<file path="src/rtl/eeprom_ctrl.sv">
// Request sequencer in front of a small EEPROM macro: reads, erases, and
// writes as erase-then-program with a read-back verify, one request at a time.
module eeprom_ctrl #(
    parameter int unsigned       ADDR_W       = 4,
    parameter int unsigned       DATA_W       = 8,
    parameter int unsigned       ERASE_CYCLES = 4,
    parameter int unsigned       WRITE_CYCLES = 4,
    parameter logic [DATA_W-1:0] ERASED_VAL   = 8'hFF
) (
    input  logic              clk,
    input  logic              rst,
    input  logic              req_valid,
    output logic              req_ready,
    input  logic [1:0]        req_op,
    input  logic [ADDR_W-1:0] req_addr,
    input  logic [DATA_W-1:0] req_wdata,
    output logic              rsp_valid,
    input  logic              rsp_ready,
    output logic [DATA_W-1:0] rsp_rdata,
    output logic              rsp_err,
    output logic              busy,
    output logic [ADDR_W-1:0] ee_addr,
    output logic              ee_we,
    output logic              ee_erase_enable,
    output logic [DATA_W-1:0] ee_write_data,
    input  logic [DATA_W-1:0] ee_data
);

    localparam int unsigned MAX_CYC =
        (ERASE_CYCLES > WRITE_CYCLES) ? ERASE_CYCLES : WRITE_CYCLES;
    localparam int unsigned CNT_W = $clog2(MAX_CYC) + 1;

    localparam logic [1:0] OP_READ  = 2'b00;
    localparam logic [1:0] OP_ERASE = 2'b01;
    localparam logic [1:0] OP_WRITE = 2'b10;

    typedef enum logic [2:0] {
        StIdle,
        StRead,
        StErase,
        StProg,
        StVerify,
        StResp
    } state_e;

    state_e              state_q, state_d;
    logic [1:0]          op_q, op_d;
    logic [ADDR_W-1:0]   addr_q, addr_d;
    logic [DATA_W-1:0]   wdata_q, wdata_d;
    logic [CNT_W-1:0]    cnt_q, cnt_d;
    logic [DATA_W-1:0]   rdata_q, rdata_d;
    logic                err_q, err_d;
    logic [DATA_W-1:0]   expected;

    always_ff @(posedge clk) begin
        if (rst) begin
            state_q <= StIdle;
            op_q    <= '0;
            addr_q  <= '0;
            wdata_q <= '0;
            cnt_q   <= '0;
            rdata_q <= '0;
            err_q   <= 1'b0;
        end else begin
            state_q <= state_d;
            op_q    <= op_d;
            addr_q  <= addr_d;
            wdata_q <= wdata_d;
            cnt_q   <= cnt_d;
            rdata_q <= rdata_d;
            err_q   <= err_d;
        end
    end

    // A plain ERASE verifies against the erased pattern, a WRITE against its data.
    assign expected = (op_q == OP_WRITE) ? wdata_q : ERASED_VAL;

    always_comb begin
        state_d = state_q;
        op_d    = op_q;
        addr_d  = addr_q;
        wdata_d = wdata_q;
        cnt_d   = cnt_q;
        rdata_d = rdata_q;
        err_d   = err_q;
        unique case (state_q)
            StIdle: begin
                if (req_valid) begin
                    op_d    = req_op;
                    addr_d  = req_addr;
                    wdata_d = req_wdata;
                    rdata_d = '0;
                    err_d   = 1'b0;
                    case (req_op)
                        OP_READ: state_d = StRead;
                        OP_ERASE, OP_WRITE: begin
                            state_d = StErase;
                            cnt_d   = CNT_W'(ERASE_CYCLES - 1);
                        end
                        default: begin
                            state_d = StResp;
                            err_d   = 1'b1;
                        end
                    endcase
                end
            end
            StRead: begin
                rdata_d = ee_data;
                err_d   = 1'b0;
                state_d = StResp;
            end
            StErase: begin
                if (cnt_q == '0) begin
                    if (op_q == OP_WRITE) begin
                        state_d = StProg;
                        cnt_d   = CNT_W'(WRITE_CYCLES - 1);
                    end else begin
                        state_d = StVerify;
                    end
                end else begin
                    cnt_d = cnt_q - 1'b1;
                end
            end
            StProg: begin
                if (cnt_q == '0) begin
                    state_d = StVerify;
                end else begin
                    cnt_d = cnt_q - 1'b1;
                end
            end
            StVerify: begin
                rdata_d = ee_data;
                err_d   = (ee_data != expected);
                state_d = StResp;
            end
            StResp: begin
                if (rsp_ready) begin
                    state_d = StIdle;
                end
            end
            default: state_d = StIdle;
        endcase
    end

    assign req_ready       = (state_q == StIdle);
    assign busy            = (state_q != StIdle);
    assign rsp_valid       = (state_q == StResp);
    assign rsp_rdata       = rdata_q;
    assign rsp_err         = err_q;
    assign ee_addr         = (state_q == StIdle) ? '0 : addr_q;
    assign ee_erase_enable = (state_q == StErase);
    assign ee_we           = (state_q == StProg);
    assign ee_write_data   = (state_q == StProg) ? wdata_q : '0;

endmodule

</file>
<file path="config.mk">
export PLATFORM = sky130hd
export DESIGN_NAME = eeprom_ctrl
export DESIGN_NICKNAME = d
export VERILOG_FILES = /design/src/rtl/eeprom_ctrl.sv
export SDC_FILE = /design/constraint.sdc
export NUM_CORES = 1
export LEC_CHECK = 0
export BUFFER_PORTS_ARGS = -buffer_cell sky130_fd_sc_hd__buf_2
export CAP_MARGIN = 20
export CELL_PAD_IN_SITES_DETAIL_PLACEMENT = 0
export CELL_PAD_IN_SITES_GLOBAL_PLACEMENT = 1
export CORE_MARGIN = 2
export CORE_UTILIZATION = 32
export DETAILED_ROUTE_END_ITERATION = 7
export GPL_ROUTABILITY_DRIVEN = 0
export PLACE_DENSITY = 0.75
export SKIP_CTS_REPAIR_TIMING = 1
export SLEW_MARGIN = 0
export SYNTH_ARGS = -nofsm -noshare
export SYNTH_HDL_FRONTEND = slang
export SYNTH_SLANG_ARGS = --single-unit
</file>
<file path="constraint.sdc">
create_clock -name clk -period 1.82 [get_ports clk]
set_clock_uncertainty 0.1 [all_clocks]
set_input_delay 0.182 -clock clk [delete_from_list [all_inputs] [get_ports clk]]
set_output_delay 0.182 -clock clk [all_outputs]
set_load 0.05 [all_outputs]
</file>
# Word level (Yosys, flattened, before mapping)
# Cells that the tools add are included.
# word_totals
regBits	29
latchBits	0
ram_bits	0
rom_bits	0
input_bits	26
output_inout_bits	26
word_cells	60
memories	0
# op_classes
add_sub_neg	1
mul	0
n_div	0
magnitude_cmp	0
eq_ne	16
shifts	0
muxes	21
bitwise	0
reduce_logical	15
# ops
operator	n
2-to-1 mux 3 bit	10
2-to-1 mux 8 bit	3
one-hot mux 8 bit (2 select lines)	1
one-hot mux 3 bit (5 select lines)	1
one-hot mux 3 bit (3 select lines)	1
nonzero test 3 bit	3
inequality test 2 x 1 -> 1 bit (second input constant)	4
inequality test 8 bit	1
== test 3 x 2 -> 1 bit (second input constant)	2
== test 3 bit (second input constant)	2
logical NOT 3 bit	2
one-hot mux 3 bit (2 select lines)	1
AND reduction 2 bit	3
AND reduction 5 bit	1
== test 2 bit (second input constant)	2
2-to-1 mux 4 bit	1
inequality test 2 bit (second input constant)	2
AND reduction 4 bit	1
OR reduction 2 bit	2
== test 3 x 1 -> 1 bit (second input constant)	1
inequality test 3 x 2 -> 1 bit (second input constant)	1
one-hot mux 1 bit (3 select lines)	1
OR reduction 3 bit	1
subtractor 3 x 1 -> 3 bit (second input constant)	1
other kinds (4)	5

# Depth between registers and ports, before layout
# Gate-level depths: netlist (run 1).
# logic_depth
ltp_word	5
ltp_mapped	9
ltp_nobuf	8

# Worst setup path after synthesis (run 1)
# No wires, ideal clock.
# synth_path
path_type	reg-to-output
start	register state_q[0]
end	output port ee_write_data[0]
t_arrival_ps	2129
required_time_ps	1538
setup_slack_ps	-591
path_stages_with_launch	5
n_path_buf	1
cell_sequence	dfxtp_1 > clkbuf_1 > inv_1 > nor2_1 > and2_1
# synth_between
elab_chain_cells	2
# synth_rtl
item	line	rtl
start: declaration	46	state_e state_q, state_d;
start signal: assignment	57	state_q <= StIdle;
start signal: assignment	65	state_q <= state_d;
== test 3 x 2 -> 1 bit	n/a	
named net ee_we	23	output logic ee_we,
2-to-1 mux 8 bit	153	assign ee_write_data = (state_q == StProg) ? wdata_q : '0;
end: declaration	25	output logic [DATA_W-1:0] ee_write_data,
# The timed path passes the listed nets, and every way through them passes these cells.

# Final worst setup path (run 1)
# layout_path
start	register state_q[0]
end	output port ee_write_data[2]
# layout_between
elab_chain_cells	2
# layout_rtl
item	line
== test 3 x 2 -> 1 bit	153
2-to-1 mux 8 bit	153
# No other way between the ends.

==> results.toml, run 1 <==
[outcome]
run_status = "finished, final reports clean"

[place]
post-place-ws_ns = 0.0682
portBuffers = 51
dp_hpwl_mm = 3.17

[synth]
synth-seq-cells = 29
yosys_most_used_dff = "dfxtp_1"
async_flop_share_pct = 0
syn-num-nets = 234
avgSynthCellArea_um2 = 7.94
yosysWarnings = 0
synth_area_mm2 = 0.00161
yosysTopAreaCell = "dfxtp_1"
synth-edff-count = 0
postSynthCellCount = 203
yosysMostFrequentCell = "nand2_1"
ys_seq_area_share_pct = 36.0
synth_common_cells = "36 x nand2_1, 29 x dfxtp_1, 21 x nor2_1, 19 x a21oi_1, 14 x and2_1"
synthTopCellsByArea = "dfxtp_1 36%, nand2_1 8.4%, a21oi_1 5.9%"
synth_cell_types = 41
synth.top_cell.area_share_pct = 36.0

[sta]
max_freq_mhz = 577
slew_violations = 0
tightest_slew_ns = 0.500
hold_viol = 0
finalSetupViolations = 0
period_share_pct = 95.2
slew_headroom_pct = 66.6
whs_ns = 0.0274
layout_setup_ws_ns = 0.0877
period_minus_slack_ns = 1.73
rsz0062_at_grt = "no"

[routing]
drtIter0Drc = 81
drt_pass1_iterations = 4
vias_per_cell = 4.70
wire_per_inst_um = 13.1
totalWireLength_mm = 4.43
antenna_left = 0
drc = 0
via_count = 1590

[clocking]
cts_num_sinks = 29
clk-insertion-delay-late_ns = 0.29
clock_path_buffers = 2
clk_pin_slew_worst_paths_ns = 0.07
cts-htree-levels = 2
numCtsBuffers = 5
clockRootBuffer = "clkbuf_8"
cts_tree = "built"

[global_routing]
globalRouteMet2Util_pct = 24.2
grt_usage_pct = 16.6
grt_max_degree = 30
grt_pass1_vias = 1445
grt.busiest_layer = "met2"
grt_overflow = 0
antenna_found_initial = 0
gr-usage-met1_pct = 21.9
grtUsageMet3_pct = 6.02
grt_pass1_wl_mm = 6.88

[hold_path]
min-delay-path-class = "in2reg"
whs_path_depth = 3
holdCritStartpoint = "req_wdata[6]"

[setup_path]
required_ns = 1.54
worstSetupPathType = "reg2out"
timing.rr.start = "op_q[0]"
crit_path_start_kind = "register"
path_max_fanout = 5
endpoint_kind = "primary output"
cp.arrival_ns = 1.45
worstSetupStartpoint = "state_q[0]"
r2r_cells = 5

[cells_and_area]
area_delta_synth_final_pct = 39.5
final_nets = 301
drive_gt1_share_pct = 37.6
fin_util_pct = 47.0
antenna_cells = 0
n_fill_cell = 527

[die]
initial_core_util_pct = 33.7
fp.dieH_um = 75.0
die_w_um = 75.0
ioPinCount = 52
rows = 25
fp.coreArea_mm2 = 0.00479
die_area_mm2 = 0.00562

[power_and_ir_drop]
power.leakage_nw = 0.972
ir_drop_v = 0.000647
powerDensity_mw_per_mm2 = 1210

[run]
drv_cap = 0
-- worst max-delay path: stages (launching register included) --
cell and delay [ns]:
dfxtp_1 0.35, buf_6 0.12, clkinvlp_4 0.17, nor2_4 0.19, and2_2 0.18, buf_6 0.15
-- path summary, 6_finish.rpt --
| kind | slack (ns) | end |
|---|---|---|
| worst max register to register | 0.13 | rsp_err |
| worst min register to register | 0.35 | addr_q[0] |
| worst min-delay path | 0.03 | wdata_q[6] |
| worst max-delay path | 0.09 | ee_write_data[2] |
-- power by group --
group / switching, mW / internal (mW)
sequential: 0.0787 / 0.754
clock: 0.255 / 0.341
combinational: 0.810 / 0.477
-- metal layers --
metal  up-vias  routed length [um]
met5         -                   0
met4         0                  72
met3         7                 269
met2        36                1950
met1       716                2140
li1        831                   -
-- through the flow --
stage / std cells / power (mW) / TNS [ns] / area [um2]
6_report: 338 / 2.72 / 0 / 2250
4_1_cts: 334 / 2.69 / -1.52 / 2120
3_5_place_dp: 326 / 2.08 / 0 / 2020
5_1_grt: 338 / 2.89 / 0 / 2250
3_3_place_gp: 326 / 2.08 / 0 / 2020
2_1_floorplan: 203 / 1.77 / 0 / 1630
-- sequential cells by signal, indices dropped and copies added, names as in the netlist --
name	count
cnt_q	3
op_q	2
addr_q	4
rsp_err	1
state_q	3
wdata_q	8
rsp_rdata	8
-- cell type report --
type	count	area [um2]	area share [%]
Clock buffer	7	96.3	4.28
Tap cell	67	83.8	3.73
Clock inverter	1	5.00	0.223
Sequential cell	29	587	26.1
Timing Repair Buffer	70	468	20.8
Inverter	9	42.5	1.89
Multi-Input combinational cell	155	966	43.0
-- placed cells by master, fill, tap and decap left out, drive strengths merged --
master    synthesis  final
a21boi            2      2
o21ai             4      4
nor2b             2      2
and3              1      1
nor4              1      1
a21o              2      2
a22oi             8      8
clkbuf            7      7
a2bb2oi           2      2
mux2i             3      3
clkinv            1      2
ha                5      5
nand2b            3      3
clkinvlp          0      1
a211oi            3      3
a221oi            1      1
xnor2             2      2
nor2             22     23
dfxtp            29     29
o211a             1      1
nor4b             1      1
nand2            36     36
o32ai             1      1
inv               8      7
buf               4     70
or4               2      2
a32oi             1      1
nand3b            3      3
o22ai             2      2
or3               1      1
or4b              5      5
xor2              3      3
a32o              1      1
a21oi            21     21
and2             15     15
-- cells by family after synthesis --
| kind of cell | after synthesis | share of synthesized area (%) |
|---|---|---|
| AOI/OAI and AO/OA | 49 | 20.0 |
| xor gates and xnor gates | 5 | 2.72 |
| adders and majority gates | 5 | 3.88 |
| buffers and inverters | 20 | 6.83 |
| DFF | 29 | 36.0 |
| muxes | 3 | 1.86 |
| and+or+nand+nor | 92 | 28.7 |
No activity file was read; power rests on OpenSTA's default activity.
==> run 2: changes to the inputs <==
Settings changed: CORE_MARGIN 2 to 4, PLACE_DENSITY 0.75 to 0.77.
Clock period 1.82 ns to 1.4 ns, I/O delays scaled along.
==> results.toml, run 2 (same netlist as run 1, synthesis figures left out) <==
[die]
fp.dieH_um = 79.0
die_area_mm2 = 0.00624
ioPinCount = 52
rows = 25
initial_core_util_pct = 33.7
die_w_um = 79.0
fp.coreArea_mm2 = 0.00479

[power_and_ir_drop]
power_frac_comb_pct = 55.5
finalPower_mw = 4.27
powerDensity_mw_per_mm2 = 1510
p_int_mw = 2.52
ir_drop_v = 0.00116
p_sw_share_pct = 41.0
power.leakage_nw = 1.22
pwr-share-seq_pct = 26.6
p_clk_share_pct = 18.0
power_switching_mw = 1.75

[clocking]
numCtsBuffers = 5
clockRootBuffer = "clkbuf_8"
cts_num_sinks = 29
cts_tree = "built"
cts-htree-levels = 2
clock_path_buffers = 2
clk-insertion-delay-late_ns = 0.27
clk_pin_slew_worst_paths_ns = 0.07

[routing]
wire_per_inst_um = 14.4
via_count = 1794
vias_per_cell = 4.84
drtIter0Drc = 74
drt_pass1_iterations = 4
totalWireLength_mm = 5.33
drc = 0
antenna_left = 0

[place]
dp_hpwl_mm = 3.55
portBuffers = 51
place_inst = 352

[cells_and_area]
fin_util_pct = 58.9
final_cell_mix = "38 x buf_4, 35 x buf_2, 29 x nand2_1, 21 x dfxtp_1"
drive_gt1_share_pct = 53.9
area_delta_synth_final_pct = 74.9
mostFrequentLayoutCell = "buf_4"
final_cells = 371
final_nets = 334
antenna_cells = 0

[global_routing]
grt_pass1_wl_mm = 7.55
grt_overflow = 0
grt_pass1_vias = 1594
grt_usage_pct = 15.2
antenna_found_initial = 0
grt_max_degree = 30

[sta]
slew_violations = 0
max_freq_mhz = 563
tns_ns = -8.73
layout_setup_ws_ns = -0.375
whs_ns = -0.00358
period_minus_slack_ns = 1.77
period_share_pct = 127
finalSetupViolations = 44
rsz0062_at_grt = "yes"
tightest_slew_ns = 0.375
slew_headroom_pct = 75.0
hold_viol = 4

[hold_path]
min-delay-path-class = "in2reg"
holdCritStartpoint = "req_addr[3]"

[setup_path]
cp.arrival_ns = 1.83
rrSetupSlack_ns = -0.37
crit_path_start_kind = "register"
path_max_fanout = 7
worstSetupPathType = "reg2reg"
worstSetupStartpoint = "op_q[0]"
timing.rr.start = "op_q[0]"
required_ns = 1.45
endpoint_kind = "register"

[outcome]
run_status = "finished with violations"
violations = "negative hold slack, negative setup slack"

[run]
drv_cap = 0
[run 2: power by group through the flow]
stage | clock network, mW | registers, mW | logic, mW
3_5_place_dp | 0 | 1.11 | 1.81
6_report | 0.766 | 1.13 | 2.37
5_1_grt | 0.810 | 1.15 | 2.54
4_1_cts | 0.788 | 1.09 | 1.81
3_3_place_gp | 0 | 1.11 | 1.79
2_1_floorplan | 0 | 1.29 | 1.13
[run 2: final timing paths]
| kind | cells past startpoint | to |
|---|---|---|
| setup / recovery | 5 | rsp_err |
| hold / removal | 3 | addr_q[3] |
| setup reg to reg | 5 | rsp_err |
| hold reg to reg | 2 | addr_q[1] |
[run 2: layout make-up]
class / count / area, um2
fillers: 436 / 1970
multi-input cells: 155 / 1120
repair buffers: 103 / 868
flip-flops and latches: 29 / 598
clock buffers: 7 / 96.3
well taps: 67 / 83.8
inverters: 9 / 46.3
clock inverters: 1 / 5.00
[run 2: layer usage]
layer | global-route usage, % | vias up | part of all wire, %
met5 | 0 | - | 0
met3 | 3.85 | 4 | 5.7
met2 | 23.7 | 52 | 47
met4 | 4.64 | 0 | 0.85
li1 | - | 899 | -
met1 | 20.7 | 839 | 46
[run 2: through the flow]
stage | worst slack, ns | cell area, um2
after CTS | -0.529 | 2390
after detailed placement | -0.400 | 2290
after global routing | -0.418 | 2820
after floorplan | -0.347 | 1710
final | -0.375 | 2820
after global placement | -0.388 | 2290
[run 2: critical path, cell delays in order (launching register included)]
cell and delay [ns]:
dfxtp_2 0.37, or4b_1 0.52, a21boi_1 0.15, o21ai_1 0.10, a221oi_2 0.32, o22ai_1 0.11
==> run 3: changes to the inputs <==
Settings changed: ABC_AREA set to 1, CORE_UTILIZATION 32 to 31, PLACE_DENSITY 0.77 to 0.78.
==> results.toml, run 3 <==
[sta]
max_freq_mhz = 641
slew_violations = 0
whs_ns = 0.0202
layout_setup_ws_ns = -0.159
period_share_pct = 111
slew_headroom_pct = 80.4
finalSetupViolations = 20
tns_ns = -2.35
tightest_slew_ns = 0.294
period_minus_slack_ns = 1.56
rsz0062_at_grt = "yes"
hold_viol = 0

[place]
placed_area_mm2 = 0.00215
portBuffers = 51
place_inst = 357
dp_hpwl_mm = 3.26
post-place-ws_ns = -0.176

[power_and_ir_drop]
powerDensity_mw_per_mm2 = 2210
power.leakage_nw = 1.13
ir_drop_v = 0.00167
finalPower_mw = 5.56

[outcome]
run_status = "finished with violations"
violations = "negative setup slack"

[global_routing]
antenna_found_initial = 0
grt_pass1_wl_mm = 7.41
grt_usage_pct = 15.3
grt_max_degree = 27
grt_overflow = 0
grt_pass1_vias = 1532

[cells_and_area]
area_delta_synth_final_pct = 59.1
mostFrequentLayoutCell = "buf_2"
final_cells = 370
final_nets = 333
fin_util_pct = 51.9
antenna_cells = 0
final_cell_area_mm2 = 0.00252
final_cell_mix = "34 x buf_2, 31 x nand2_1, 25 x inv_1, 24 x a21oi_1, 24 x dfxtp_1"
drive_gt1_share_pct = 43.9

[clocking]
cts_num_sinks = 29
numCtsBuffers = 5
clk-insertion-delay-late_ns = 0.28
clk_pin_slew_worst_paths_ns = 0.07
clock_path_buffers = 2
cts-htree-levels = 2
clockRootBuffer = "clkbuf_8"
cts_tree = "built"

[synth]
yosysWarnings = 0
synthTopCellsByArea = "dfxtp_1 37%, o21ai_0 9.5%, nand2_1 8.5%"
synth_top_family_by_area = "simple AND/OR/NAND/NOR gates"
async_flop_share_pct = 0
synth_common_cells = "36 x nand2_1, 31 x inv_1, 30 x o21ai_0, 29 x dfxtp_1, 26 x a21oi_1"
synth_compound_gate_area_share_pct = 19.7
syn-num-nets = 260
muxShareOfSynthArea_pct = 0
yosysMostFrequentCell = "nand2_1"
synth-seq-cells = 29
synth_area_mm2 = 0.00158
avgSynthCellArea_um2 = 6.91
synth-xor-area-share_pct = 0
yosysTopAreaCell = "dfxtp_1"
synth.top_cell.area_share_pct = 36.7
yosys.area_share.simple_pct = 28.2
ys_seq_area_share_pct = 36.7
synth_fa_ha_area_share_pct = 3.95
synth-edff-count = 0
postSynthCellCount = 229
yosys_most_used_dff = "dfxtp_1"
synth_cell_types = 24

[routing]
drtIter0Drc = 52
wire_per_inst_um = 12.5
totalWireLength_mm = 4.63
antenna_left = 0
vias_per_cell = 4.57
drt_pass1_iterations = 4
via_count = 1691
drc = 0

[hold_path]
whs_path_depth = 3
min-delay-path-class = "in2reg"
holdCritStartpoint = "req_wdata[5]"

[die]
die_w_um = 79.5
fp.dieH_um = 79.5
die_area_mm2 = 0.00631
initial_core_util_pct = 32.6
fp.coreArea_mm2 = 0.00485
rows = 25
ioPinCount = 52

[setup_path]
required_ns = 1.16
r2r_cells = 10
crit_path_start_kind = "register"
worstSetupPathType = "reg2out"
timing.rr.start = "state_q[0]"
worstSetupStartpoint = "state_q[2]"
path_max_fanout = 10
cp.arrival_ns = 1.32
endpoint_kind = "primary output"

[run]
drv_cap = 0
-- run 3: changes by cell type after synthesis, sizes merged, moves of 5 or more --
cell,previous run,this run
a22oi,8,0
nand3,0,15
nor2,22,32
clkbuf,7,2
or4b,5,0
inv,8,35
and2,15,1
o21ai,4,31
a21oi,21,26
-- run 3: layout make-up --
type	count	area [um2]
Tap cell	67	83.8
Clock buffer	6	72.6
Sequential cell	29	592
Fill cell	489	2330
Clock inverter	2	10.0
Inverter	35	146
Timing Repair Buffer	73	613
Multi-Input combinational cell	158	1000
-- run 3: worst max-delay path, stage by stage, from the launching register on --
cell	delay [ns]
dfxtp_4	0.36
inv_4	0.07
nand2_4	0.07
nor2_4	0.14
inv_6	0.11
nor2_4	0.13
buf_6	0.16
-- run 3: cell families after synthesis --
logic type                 after synthesis
AOI/OAI and AO/OA                       59
adders and majority gates                5
buffers and inverters                   42
DFF                                     29
and+or+nand+nor                         94
-- run 3: path summary, 6_finish.rpt --
check / to / slack, ns
max reg2reg: cnt_q[1] / -0.14
min: wdata_q[5] / 0.02
max: ee_write_data[2] / -0.16
min reg2reg: rsp_rdata[3] / 0.37
-- run 3: where the power goes --
part | switching [mW] | leakage (nW) | internal, mW
Combinational | 2.19 | 0.840 | 1.40
Sequential | 0.164 | 0.241 | 1.13
Clock | 0.322 | 0.0450 | 0.344
-- run 3: layer usage --
metal | track usage (%) | vias up | share of wire, %
li1 | - | 885 | -
met1 | 20.0 | 753 | 44
met2 | 22.9 | 48 | 47
met3 | 5.53 | 5 | 7.4
met4 | 5.84 | 0 | 1.5
met5 | 0 | - | 0
